## config.mk

```make
export PLATFORM = sky130hd
export DESIGN_NAME = mem_access_unit_flat
export DESIGN_NICKNAME = d
export VERILOG_FILES = /design/src/rtl/mem_pkg.sv /design/src/rtl/mem_access_unit_if.sv /design/src/rtl/mem_lane_align.sv /design/src/rtl/mem_access_unit.sv /design/src/flat_wrapper.sv
export SDC_FILE = /design/constraint.sdc
export NUM_CORES = 1
export LEC_CHECK = 0
export ABC_AREA = 1
export ABC_CLOCK_PERIOD_IN_PS = 2790
export CAP_MARGIN = 0
export CORE_MARGIN = 2
export CORE_UTILIZATION = 35
export CTS_BUF_LIST = sky130_fd_sc_hd__clkbuf_4
export DETAILED_ROUTE_END_ITERATION = 10
export PLACE_DENSITY = 0.76
export SLEW_MARGIN = 25
export SYNTH_ARGS = -nofsm -noshare
export SYNTH_HDL_FRONTEND = slang
export SYNTH_SLANG_ARGS = --single-unit
```

## constraint.sdc

```tcl
create_clock -name clk -period 2.79 [get_ports clk]
set_clock_uncertainty 0.1 [all_clocks]
set_input_delay 0.837 -clock clk [delete_from_list [all_inputs] [get_ports clk]]
set_output_delay 0.837 -clock clk [all_outputs]
set_load 0.005 [all_outputs]
```

## src/rtl/mem_pkg.sv

```systemverilog
// Shared definitions for the MEM-stage access unit: type codes, FSM states,
// bus command payload and the default bus timeout.
package mem_pkg;

  localparam int unsigned XLEN            = 32;
  localparam int unsigned BE_W            = 4;
  localparam int unsigned DT_W            = 3;
  localparam int unsigned TIMEOUT_CYC_DEF = 64;

  typedef enum logic [DT_W-1:0] {
    DT_WORD  = 3'b000,
    DT_HALF  = 3'b001,
    DT_HALFU = 3'b010,
    DT_BYTE  = 3'b011,
    DT_BYTEU = 3'b100
  } data_type_e;

  typedef enum logic [1:0] {
    ST_IDLE = 2'd0,
    ST_REQ  = 2'd1,
    ST_DONE = 2'd2
  } mem_state_e;

  // Registered bus command, launched on IDLE->REQ and held until ack.
  typedef struct packed {
    logic            we;
    logic [XLEN-1:0] addr;
    logic [XLEN-1:0] wdata;
    logic [BE_W-1:0] be;
  } bus_cmd_t;

  // Word needs 4-byte alignment, halfword 2-byte; bytes are always aligned.
  function automatic logic is_misaligned(input logic [DT_W-1:0] dt,
                                         input logic [1:0]      lo);
    logic mis;
    mis = 1'b0;
    if (dt == DT_WORD) begin
      mis = (lo != 2'b00);
    end else if ((dt == DT_HALF) || (dt == DT_HALFU)) begin
      mis = lo[0];
    end
    return mis;
  endfunction

endpackage

```

## src/rtl/mem_access_unit_if.sv

```systemverilog
// Memory bus between the access unit (master) and the memory side (slave).
interface mem_access_unit_if;

  logic                         bus_req;
  logic                         bus_we;
  logic [mem_pkg::XLEN-1:0]     bus_addr;
  logic [mem_pkg::XLEN-1:0]     bus_wdata;
  logic [mem_pkg::BE_W-1:0]     bus_be;
  logic                         bus_ack;
  logic [mem_pkg::XLEN-1:0]     bus_rdata;

  modport master (
    output bus_req, bus_we, bus_addr, bus_wdata, bus_be,
    input  bus_ack, bus_rdata
  );

  modport slave (
    input  bus_req, bus_we, bus_addr, bus_wdata, bus_be,
    output bus_ack, bus_rdata
  );

endinterface

```

## src/rtl/mem_lane_align.sv

```systemverilog
// Byte-lane steering: byte enables, store replication and load extraction.
module mem_lane_align
  import mem_pkg::*;
(
  input  logic [DT_W-1:0] dtype_i,
  input  logic [1:0]      addr_lo_i,
  input  logic [XLEN-1:0] wdata_i,
  input  logic [XLEN-1:0] rdata_i,
  output logic [BE_W-1:0] be_c_o,
  output logic [XLEN-1:0] wdata_c_o,
  output logic [XLEN-1:0] rdata_c_o
);

  logic [15:0] lane16;
  logic [7:0]  lane8;

  // Select the halfword / byte lane addressed by the low address bits.
  always_comb begin
    lane16 = addr_lo_i[1] ? rdata_i[31:16] : rdata_i[15:0];
    lane8  = rdata_i[7:0];
    case (addr_lo_i)
      2'd1:    lane8 = rdata_i[15:8];
      2'd2:    lane8 = rdata_i[23:16];
      2'd3:    lane8 = rdata_i[31:24];
      default: lane8 = rdata_i[7:0];
    endcase
  end

  // Per-type enables, replicated store data and extended load data.
  always_comb begin
    be_c_o    = 4'b1111;
    wdata_c_o = wdata_i;
    rdata_c_o = rdata_i;
    case (dtype_i)
      DT_HALF, DT_HALFU: begin
        be_c_o    = addr_lo_i[1] ? 4'b1100 : 4'b0011;
        wdata_c_o = {2{wdata_i[15:0]}};
        rdata_c_o = (dtype_i == DT_HALF) ? {{16{lane16[15]}}, lane16}
                                          : {16'h0000, lane16};
      end
      DT_BYTE, DT_BYTEU: begin
        be_c_o    = 4'b0001 << addr_lo_i;
        wdata_c_o = {4{wdata_i[7:0]}};
        rdata_c_o = (dtype_i == DT_BYTE) ? {{24{lane8[7]}}, lane8}
                                          : {24'h000000, lane8};
      end
      default: begin
        be_c_o    = 4'b1111;
        wdata_c_o = wdata_i;
        rdata_c_o = rdata_i;
      end
    endcase
  end

endmodule

```

## src/rtl/mem_access_unit.sv

```systemverilog
// MEM-stage load/store unit: issues one bus transaction per request, stalls
// the pipeline until ack or timeout, returns extended load data.
// Optional build macro MEM_ALIGN_CHECK_EN: misaligned word/half accesses are
// rejected without a bus request and reported on err_o.
module mem_access_unit
  import mem_pkg::*;
#(
  parameter int unsigned TIMEOUT_CYC = TIMEOUT_CYC_DEF
) (
  input  logic              clk,
  input  logic              reset,
  input  logic              mem_read_m,
  input  logic              mem_write_m,
  input  logic [DT_W-1:0]   data_type_m,
  input  logic [XLEN-1:0]   addr_m,
  input  logic [XLEN-1:0]   wdata_m,
  output logic              stall_o,
  output logic              done_o,
  output logic              err_o,
  output logic [XLEN-1:0]   rdata_o,
  mem_access_unit_if.master bus
);

  localparam int unsigned CNT_W = (TIMEOUT_CYC > 1) ? $clog2(TIMEOUT_CYC) : 1;

  mem_state_e        state_q, state_d;
  logic [CNT_W-1:0]  cnt_q, cnt_d;
  bus_cmd_t          cmd_q, cmd_d;
  logic              bus_req_q, bus_req_d;
  logic              load_q, load_d;
  logic [DT_W-1:0]   dtype_q, dtype_d;
  logic [1:0]        lo_q, lo_d;
  logic              done_q, done_d;
  logic              err_q, err_d;
  logic [XLEN-1:0]   rdata_q, rdata_d;

  logic              req_c;
  logic              misalign_c;
  logic              timeout_c;
  logic [DT_W-1:0]   align_dt_c;
  logic [1:0]        align_lo_c;
  logic [BE_W-1:0]   align_be_c;
  logic [XLEN-1:0]   align_wdata_c;
  logic [XLEN-1:0]   align_rdata_c;

  assign req_c     = mem_read_m | mem_write_m;
  assign timeout_c = (cnt_q == CNT_W'(TIMEOUT_CYC - 1));

`ifdef MEM_ALIGN_CHECK_EN
  assign misalign_c = is_misaligned(data_type_m, addr_m[1:0]);
`else
  assign misalign_c = 1'b0;
`endif

  // Lane logic sees the live request in IDLE and the captured one afterwards.
  assign align_dt_c = (state_q == ST_IDLE) ? data_type_m : dtype_q;
  assign align_lo_c = (state_q == ST_IDLE) ? addr_m[1:0] : lo_q;

  mem_lane_align u_lane_align (
    .dtype_i   (align_dt_c),
    .addr_lo_i (align_lo_c),
    .wdata_i   (wdata_m),
    .rdata_i   (bus.bus_rdata),
    .be_c_o    (align_be_c),
    .wdata_c_o (align_wdata_c),
    .rdata_c_o (align_rdata_c)
  );

  // State register.
  always_ff @(posedge clk) begin
    if (reset) begin
      state_q <= ST_IDLE;
    end else begin
      state_q <= state_d;
    end
  end

  // Next-state logic; requests seen in DONE belong to the held instruction.
  always_comb begin
    state_d = state_q;
    case (state_q)
      ST_IDLE: begin
        if (req_c) begin
          state_d = misalign_c ? ST_DONE : ST_REQ;
        end
      end
      ST_REQ: begin
        if (bus.bus_ack || timeout_c) begin
          state_d = ST_DONE;
        end
      end
      ST_DONE: state_d = ST_IDLE;
      default: state_d = ST_IDLE;
    endcase
  end

  // Output logic: combinational stall plus next values of registered outputs.
  always_comb begin
    stall_o   = 1'b0;
    cnt_d     = cnt_q;
    cmd_d     = cmd_q;
    bus_req_d = bus_req_q;
    load_d    = load_q;
    dtype_d   = dtype_q;
    lo_d      = lo_q;
    done_d    = 1'b0;
    err_d     = 1'b0;
    rdata_d   = '0;
    case (state_q)
      ST_IDLE: begin
        stall_o = req_c;
        cnt_d   = '0;
        if (req_c) begin
          if (misalign_c) begin
            done_d = 1'b1;
            err_d  = 1'b1;
          end else begin
            bus_req_d   = 1'b1;
            cmd_d.we    = mem_write_m;
            cmd_d.addr  = {addr_m[XLEN-1:2], 2'b00};
            cmd_d.wdata = align_wdata_c;
            cmd_d.be    = align_be_c;
            load_d      = mem_read_m & ~mem_write_m;
            dtype_d     = data_type_m;
            lo_d        = addr_m[1:0];
          end
        end
      end
      ST_REQ: begin
        stall_o = 1'b1;
        if (bus.bus_ack) begin
          bus_req_d = 1'b0;
          done_d    = 1'b1;
          rdata_d   = load_q ? align_rdata_c : '0;
        end else if (timeout_c) begin
          bus_req_d = 1'b0;
          done_d    = 1'b1;
          err_d     = 1'b1;
        end else begin
          cnt_d = cnt_q + CNT_W'(1);
        end
      end
      default: begin
        stall_o = 1'b0;
      end
    endcase
  end

  // Datapath and output registers.
  always_ff @(posedge clk) begin
    if (reset) begin
      cnt_q     <= '0;
      cmd_q     <= '0;
      bus_req_q <= 1'b0;
      load_q    <= 1'b0;
      dtype_q   <= '0;
      lo_q      <= '0;
      done_q    <= 1'b0;
      err_q     <= 1'b0;
      rdata_q   <= '0;
    end else begin
      cnt_q     <= cnt_d;
      cmd_q     <= cmd_d;
      bus_req_q <= bus_req_d;
      load_q    <= load_d;
      dtype_q   <= dtype_d;
      lo_q      <= lo_d;
      done_q    <= done_d;
      err_q     <= err_d;
      rdata_q   <= rdata_d;
    end
  end

  assign done_o        = done_q;
  assign err_o         = err_q;
  assign rdata_o       = rdata_q;
  assign bus.bus_req   = bus_req_q;
  assign bus.bus_we    = cmd_q.we;
  assign bus.bus_addr  = cmd_q.addr;
  assign bus.bus_wdata = cmd_q.wdata;
  assign bus.bus_be    = cmd_q.be;

endmodule

```

## src/flat_wrapper.sv

```systemverilog
// flat-port wrapper written by rule: the top's interface ports become plain ports
module mem_access_unit_flat import mem_pkg::*;
#(
  parameter int unsigned TIMEOUT_CYC = TIMEOUT_CYC_DEF
)
  (clk, reset, mem_read_m, mem_write_m, data_type_m, addr_m, wdata_m, stall_o, done_o, err_o, rdata_o, bus_bus_req, bus_bus_we, bus_bus_addr, bus_bus_wdata, bus_bus_be, bus_bus_ack, bus_bus_rdata);
  mem_access_unit_if bus_i ();
  input  logic clk;
  input  logic reset;
  input  logic mem_read_m;
  input  logic mem_write_m;
  input  logic [DT_W-1:0] data_type_m;
  input  logic [XLEN-1:0] addr_m;
  input  logic [XLEN-1:0] wdata_m;
  output logic stall_o;
  output logic done_o;
  output logic err_o;
  output logic [XLEN-1:0] rdata_o;
  output wire logic [$bits(bus_i.bus_req)-1:0] bus_bus_req;
  output wire logic [$bits(bus_i.bus_we)-1:0] bus_bus_we;
  output wire logic [$bits(bus_i.bus_addr)-1:0] bus_bus_addr;
  output wire logic [$bits(bus_i.bus_wdata)-1:0] bus_bus_wdata;
  output wire logic [$bits(bus_i.bus_be)-1:0] bus_bus_be;
  input wire logic [$bits(bus_i.bus_ack)-1:0] bus_bus_ack;
  input wire logic [$bits(bus_i.bus_rdata)-1:0] bus_bus_rdata;
  assign bus_bus_req = bus_i.bus_req;
  assign bus_bus_we = bus_i.bus_we;
  assign bus_bus_addr = bus_i.bus_addr;
  assign bus_bus_wdata = bus_i.bus_wdata;
  assign bus_bus_be = bus_i.bus_be;
  assign bus_i.bus_ack = bus_bus_ack;
  assign bus_i.bus_rdata = bus_bus_rdata;
  mem_access_unit #(.TIMEOUT_CYC(TIMEOUT_CYC)) u_core (.clk(clk), .reset(reset), .mem_read_m(mem_read_m), .mem_write_m(mem_write_m), .data_type_m(data_type_m), .addr_m(addr_m), .wdata_m(wdata_m), .stall_o(stall_o), .done_o(done_o), .err_o(err_o), .rdata_o(rdata_o), .bus(bus_i));
endmodule
```

==> results.cfg, run 1 <==
[outcome]
status = completed

[synth]
ys_seq_area_frac = 0.4257
synthTopCellsByArea = dfxtp_1 43%, nand2_1 13%, nor2_1 12%
avgSynthCellArea_sq_um = 6.533
yosys.area.top_type_share = 0.4257
yosysUniqueCellTypes = 27
syn-instance-count = 835
synth_area_sq_um = 5455
synth_warnings = 0
synth-seq-cells = 116
synth_area_leader_cell = dfxtp_1

[clocking]
postCtsHoldBufs = 0
cts_buffers = 17
cts.sinks = 116
path_clk_slew_ps = 100
htreeDepth = 4
clockBufferDepth = 2
cts_tree = built
root_buffer = clkbuf_4
clkLatencyLatePin_ps = 530

[power]
switching_share = 0.3074
clkPwrFrac = 0.322
p_leak_nw = 3.762
seq_power_share = 0.389
power_density_nw_per_um2 = 597.6
vdd_drop_max_mv = 0.3240
p_sw_mw = 1.475
power.internal_mw = 3.323
comb_power_share = 0.289

[worst_setup_path]
crit_required_ps = 1850
rr_endpoint = u_core.bus.bus_wdata[24]
reg2reg_slack_ps = 480
startpoint_type = primary input
cp_max_fo = 2
end_kind = output port
reg2reg_from = u_core.state_q[1]
crit_arrival_ps = 1720
ff2ff_path_depth = 10
path_class = in -> out

[placed_design]
dp_cells = 1200
place_congestion = 0.8356
dp_hpwl_um = 11830
place.port_buffers = 206

[route]
wl_met3_um = 1510
met2WireLength_um = 7888
routed.top_layer = met4
wl_met1_um = 6751
drc_errors = 0
first_pass_iters = 6
ant_nets = 0
wl_per_cell_um = 13.43
routed_wl_um = 16570
drt_iter0_drc = 395
route.detailed.vias_per_inst = 4.783
via_count = 5898

[sta]
finalHoldViolations = 0
holdWs_ps = 369.0
period_needed_ps = 2661
finalCritPeriodShare = 0.9538
finalSetupViolations = 0
rsz0062_at_grt = false
worstMarginPinSlew_ps = 858.4
fmax_mhz = 375.8
report.final.slew_viol_count = 0
max_slew_margin = 0.4277

[floorplan]
die_w_um = 128.8
coreArea_sq_um = 15200
dieHeight_um = 128.8
placementRows = 45
top_level_ports = 209
die_area_sq_um = 16600
initial_core_util = 0.3588

[global_route]
grt_pass1_wl_um = 26610
groute.usage.overall = 0.2027
antenna_found_initial = 1
grt_max_degree = 85
grt.overflow.total = 0
grt_pass1_vias = 5528

[hold_path]
hold_depth = 2
min-delay-start = u_core.dtype_q[2]
min_to = u_core.dtype_q[2]
min_path_type = reg -> reg

[job]
maxCapViolCount = 0

[cells_and_area]
fillCellCount = 1520
nets = 1137
regArea_sq_um = 2322
area_growth_pct = 47.20
final_common_cell = clkdlybuf4s50_1
final_cells = 1233
layout_common_cells = 203 x clkdlybuf4s50_1, 194 x nand2_1, 177 x nor2_1
drive_gt1_frac = 0.06609
multi_input_area_sq_um = 2575
==> registers in the layout, summed over array words and instances, names as in the netlist, 2 cells and up <==
| signal | count |
|---|---|
| u_core.bus.bus_be | 4 |
| u_core.rdata_o | 32 |
| u_core.bus.bus_addr | 30 |
| u_core.lo_q | 2 |
| u_core.state_q | 2 |
| u_core.cnt_q | 6 |
| u_core.dtype_q | 3 |
| u_core.bus.bus_wdata | 32 |
==> synthesized netlist by cell type, drive strengths merged <==
cell type and number:
a21boi 1, a21oi 15, buf 32, clkbuf 18, conb 1, dfxtp 116
ha 1, inv 81, nand2 198, nand3 101, nand4 9, nor2 183
nor3 2, o21a 5, o21ai 71, xor2 1
==> cell families after synthesis <==
group | Yosys count | synth area share
compound gates | 92 | 0.08853
xor+xnor | 1 | 0.001606
fa+ha+maj | 1 | 0.002293
buf+inv | 131 | 0.1057
flops | 116 | 0.4257
other cells | 1 | 0.0006874
simple gates | 493 | 0.3755
==> metrics by stage <==
| step | util | area (sq um) | TNS [ps] | power, mW | setup slack [ps] |
|---|---|---|---|---|---|
| 6_report | 0.5282 | 8030 | 0 | 4.798 | 128.8 |
| 5_1_grt | 0.5282 | 8030 | 0 | 5.093 | 82.73 |
| 2_1_floorplan | - | 5459 | 0 | 2.672 | 337.4 |
| 4_1_cts | 0.5281 | 8028 | 0 | 4.846 | 159.3 |
| 3_5_place_dp | 0.5036 | 7656 | -317.0 | 3.282 | -270.0 |
| 3_3_place_gp | 0.5036 | 7656 | -247.9 | 3.270 | -247.9 |
==> what timing repair did <==
item | 4_1_cts | 5_1_grt
endpoints found under the setup margin | 1 | 0
setup buffers | 1 | 0
gates resized for setup | 5 | 0
==> per-layer routing <==
metal  vias to the layer above  track usage
met5                         -            0
met4                         0      0.08184
met3                        33      0.06528
met2                       245       0.3377
met1                      2613       0.2424
li1                       3007            -
==> how the worst max path moves through the flow <==
| stage | start | endpoint | slack [ps] | cells after the start |
|---|---|---|---|---|
| 2_1_floorplan | mem_write_m | stall_o | 340 | 5 |
| 3_5_place_dp | mem_write_m | stall_o | -270 | 6 |
| 6_report | mem_read_m | stall_o | 130 | 6 |
| 3_3_place_gp | mem_write_m | stall_o | -250 | 6 |
| 5_1_grt | mem_read_m | stall_o | 80 | 6 |
| 4_1_cts | mem_read_m | stall_o | 160 | 6 |
==> critical path: stages <==
cell and delay [ps]:
dlygate4sd2_1 270, o21ai_4 160, inv_2 60, nor2_2 100, inv_1 40, dlygate4sd2_1 250
==> power groups by stage <==
stage	Sequential [mW]	Clock, mW	Combinational [mW]
after global routing	1.88	1.65	1.56
after global placement	1.90	0	1.37
final	1.86	1.55	1.39
after floorplan	1.91	0	0.764
after CTS	1.87	1.59	1.39
after detailed placement	1.90	0	1.38
==> final cells by class <==
type	count	share of cell area
antenna	1	0.0003116
inverter	81	0.03786
sequential	116	0.2892
clock inverter	14	0.02929
timing repair buffer	227	0.2775
tap	188	0.02929
clock buffer	17	0.01589
multi-input combinational	589	0.3207
Power figures use the tool's default switching activity.
==> inputs of run 2 (changes only) <==
--- a/config.mk
+++ b/config.mk
@@ -5,14 +5,14 @@
 export SDC_FILE = /design/constraint.sdc
 export NUM_CORES = 1
 export LEC_CHECK = 0
-export ABC_AREA = 1
 export ABC_CLOCK_PERIOD_IN_PS = 2790
 export CAP_MARGIN = 0
 export CORE_MARGIN = 2
 export CORE_UTILIZATION = 35
 export CTS_BUF_LIST = sky130_fd_sc_hd__clkbuf_4
 export DETAILED_ROUTE_END_ITERATION = 10
-export PLACE_DENSITY = 0.76
+export MAX_ROUTING_LAYER = met4
+export PLACE_DENSITY = 0.77
 export SLEW_MARGIN = 25
 export SYNTH_ARGS = -nofsm -noshare
 export SYNTH_HDL_FRONTEND = slang
==> results.cfg, run 2 <==
[sta]
rsz0062_at_grt = false
finalHoldViolations = 0
finalSetupViolations = 0
max_slew_margin = 0.3880
finalCritPeriodShare = 0.9886
fmax_mhz = 362.6
report.final.slew_viol_count = 0
finalWorstSetupSlack_ps = 31.90
period_needed_ps = 2758
worstMarginPinSlew_ps = 918.0

[synth]
yosysUniqueCellTypes = 61
syn-instance-count = 595
ys_seq_area_frac = 0.4564
yosys.area.top_type_share = 0.4564
synth_area_sq_um = 5089
synth_area_leader_cell = dfxtp_1
post-synth-top-count-cell = nand2_1
synth-seq-cells = 116
synth_warnings = 0
avgSynthCellArea_sq_um = 8.552
synth_common_cells = 119 x nand2_1, 116 x dfxtp_1, 65 x a21oi_1
synth_flop_cell = dfxtp_1
async_reset_ff_frac = 0
synthTopCellsByArea = dfxtp_1 46%, nand2_1 8.8%, a21oi_1 6.4%
synth_enable_flop_cells = 0

[route]
wl_per_cell_um = 16.16
drt_iter0_drc = 477
ant_nets = 0
first_pass_iters = 6
drc_errors = 0
routed_wl_um = 16500
via_count = 5347
route.detailed.vias_per_inst = 5.237

[outcome]
status = completed

[worst_setup_path]
reg2reg_from = u_core.state_q[0]
rr_endpoint = u_core.bus.bus_wdata[20]
cp_max_fo = 2
crit_required_ps = 1850
reg2reg_slack_ps = 310
ff2ff_path_depth = 6
startpoint_type = primary input
path_cells = clkdlybuf4s50_1, nor3_2, nor2_1, dlygate4sd2_1
path_class = in -> out
cpPeakStageDelay_ps = 440
slowest_stage = clkdlybuf4s50_1
end_kind = output port
crit_arrival_ps = 1820

[power]
clkPwrFrac = 0.294
switching_share = 0.2973
comb_power_share = 0.275
p_sw_mw = 1.267
vdd_drop_max_mv = 0.3680
p_leak_nw = 2.966
seq_power_share = 0.430
fin_total_pwr_mw = 4.262
power.internal_mw = 2.995
power_density_nw_per_um2 = 539.3

[cells_and_area]
area_growth_pct = 55.32
fillCellCount = 1333
layout_common_cells = 204 x clkdlybuf4s50_1, 119 x nand2_1, 116 x dfxtp_1
final_common_cell = clkdlybuf4s50_1
drive_gt1_frac = 0.1231
nets = 930
postLayoutCoreUtil = 0.5501
diodes = 0

[hold_path]
hold_depth = 2
min-delay-start = u_core.bus.bus_addr[13]
min_to = u_core.bus.bus_addr[13]
min_path_type = reg -> reg

[clocking]
cts_tree = built
clkLatencyLatePin_ps = 540
cts_buffers = 17
root_buffer = clkbuf_4
htreeDepth = 4
cts.sinks = 116
path_clk_slew_ps = 100
clockBufferDepth = 2
postCtsHoldBufs = 0

[floorplan]
die_area_sq_um = 15520
top_level_ports = 209
die_w_um = 124.6
dieHeight_um = 124.6
initial_core_util = 0.3541
coreArea_sq_um = 14370
placementRows = 44

[global_route]
antenna_found_initial = 0
grt_pass1_wl_um = 26030
groute.usage.overall = 0.2147
grt.overflow.total = 0
grt_max_degree = 84
grt_pass1_vias = 5159

[placed_design]
place_ws_ps = -368.2
place.port_buffers = 206
place_congestion = 0.8685
dp_hpwl_um = 12140

[job]
maxCapViolCount = 0
## run 2: cell count changes in the layout (fill, tap and decap cells not counted), sizes merged, moves of 13 or more
cell / before / now
o211ai: 0 / 13
a211oi: 0 / 19
nor2: 183 / 46
o2bb2ai: 0 / 16
buf: 21 / 52
inv: 81 / 1
a21oi: 15 / 67
nand3: 101 / 21
o21ai: 71 / 24
nand2: 198 / 119
## run 2: repair_timing
item                                    in CTS  in global routing
endpoints found under the setup margin       1                  1
pin swaps                                    1                  0
resized for setup                            1                  1
buffers inserted                             0                  0
## run 2: through the flow
stage / setup TNS, ps / hold slack [ps] / std cells / area [sq um]
floorplan: 0 / 345.9 / 596 / 5092
global placement: -10090 / 340.3 / 990 / 7624
detailed placement: -12020 / 346.5 / 990 / 7624
CTS: 0 / 360.0 / 1021 / 7899
global route: 0 / 379.7 / 1021 / 7904
finish: 0 / 359.6 / 1021 / 7904
## run 2: how the worst max path moves through the flow
stage,startpoint,to,slack (ps),cells after the start
2_1_floorplan,data_type_m[2],u_core.rdata_o[10],350,7
3_3_place_gp,data_type_m[0],u_core.bus.bus_wdata[18],-310,7
3_5_place_dp,data_type_m[0],u_core.bus.bus_wdata[20],-370,7
4_1_cts,mem_write_m,stall_o,4,4
5_1_grt,mem_write_m,stall_o,0.3,4
6_report,mem_write_m,stall_o,30,4
## run 2: power by group through the flow
stage	combinational [mW]	sequential [mW]	clock (mW)
floorplan	0.542	1.87	0
global placement	1.16	1.87	0
detailed placement	1.17	1.87	0
CTS	1.18	1.84	1.28
global route	1.27	1.85	1.36
finish	1.17	1.83	1.25
## run 2: logic make-up (layout without fill, tap and decap cells)
group	Yosys count	after routing	share of synthesized area
mux	11	11	0.02188
xor+xnor	6	6	0.01549
simple gates	221	221	0.1920
buf+inv	48	289	0.04647
fa+ha+maj	1	1	0.002458
other cells	1	2	0.0007369
compound gates	191	191	0.2646
flops	116	116	0.4564
## run 2: routing by layer
layer  vias to the layer above  share of wire  GRT usage
li1                       2621              -          -
met1                      2480           0.44     0.2584
met2                       222           0.46     0.3407
met3                        24          0.081    0.07603
met4                         0          0.019    0.06147
met5                         -              0          -
## run 2: cell type report
class                      count  area, sq um  area share
multi-input combinational    432         2557      0.3236
timing repair buffer         257         2514      0.3180
sequential                   116         2322      0.2938
tap                          184        230.2     0.02913
clock inverter                13        141.4     0.01789
clock buffer                  18        135.1     0.01710
inverter                       1        3.754   0.0004749
## run 2: critical path, delay by kind of cell
| kind | cells | cell delay (ps) |
|---|---|---|
| and+or+nand+nor | 2 | 290 |
| buffers and inverters | 2 | 700 |
==> inputs of run 3 (changes only) <==
--- a/config.mk
+++ b/config.mk
@@ -10,6 +10,7 @@
 export CORE_MARGIN = 2
 export CORE_UTILIZATION = 35
 export CTS_BUF_LIST = sky130_fd_sc_hd__clkbuf_4
+export CTS_CLUSTER_SIZE = 8
 export DETAILED_ROUTE_END_ITERATION = 10
 export MAX_ROUTING_LAYER = met4
 export PLACE_DENSITY = 0.77
==> results of run 3 <==
The final DEF is identical to that of run 2; final timing and power are the same.
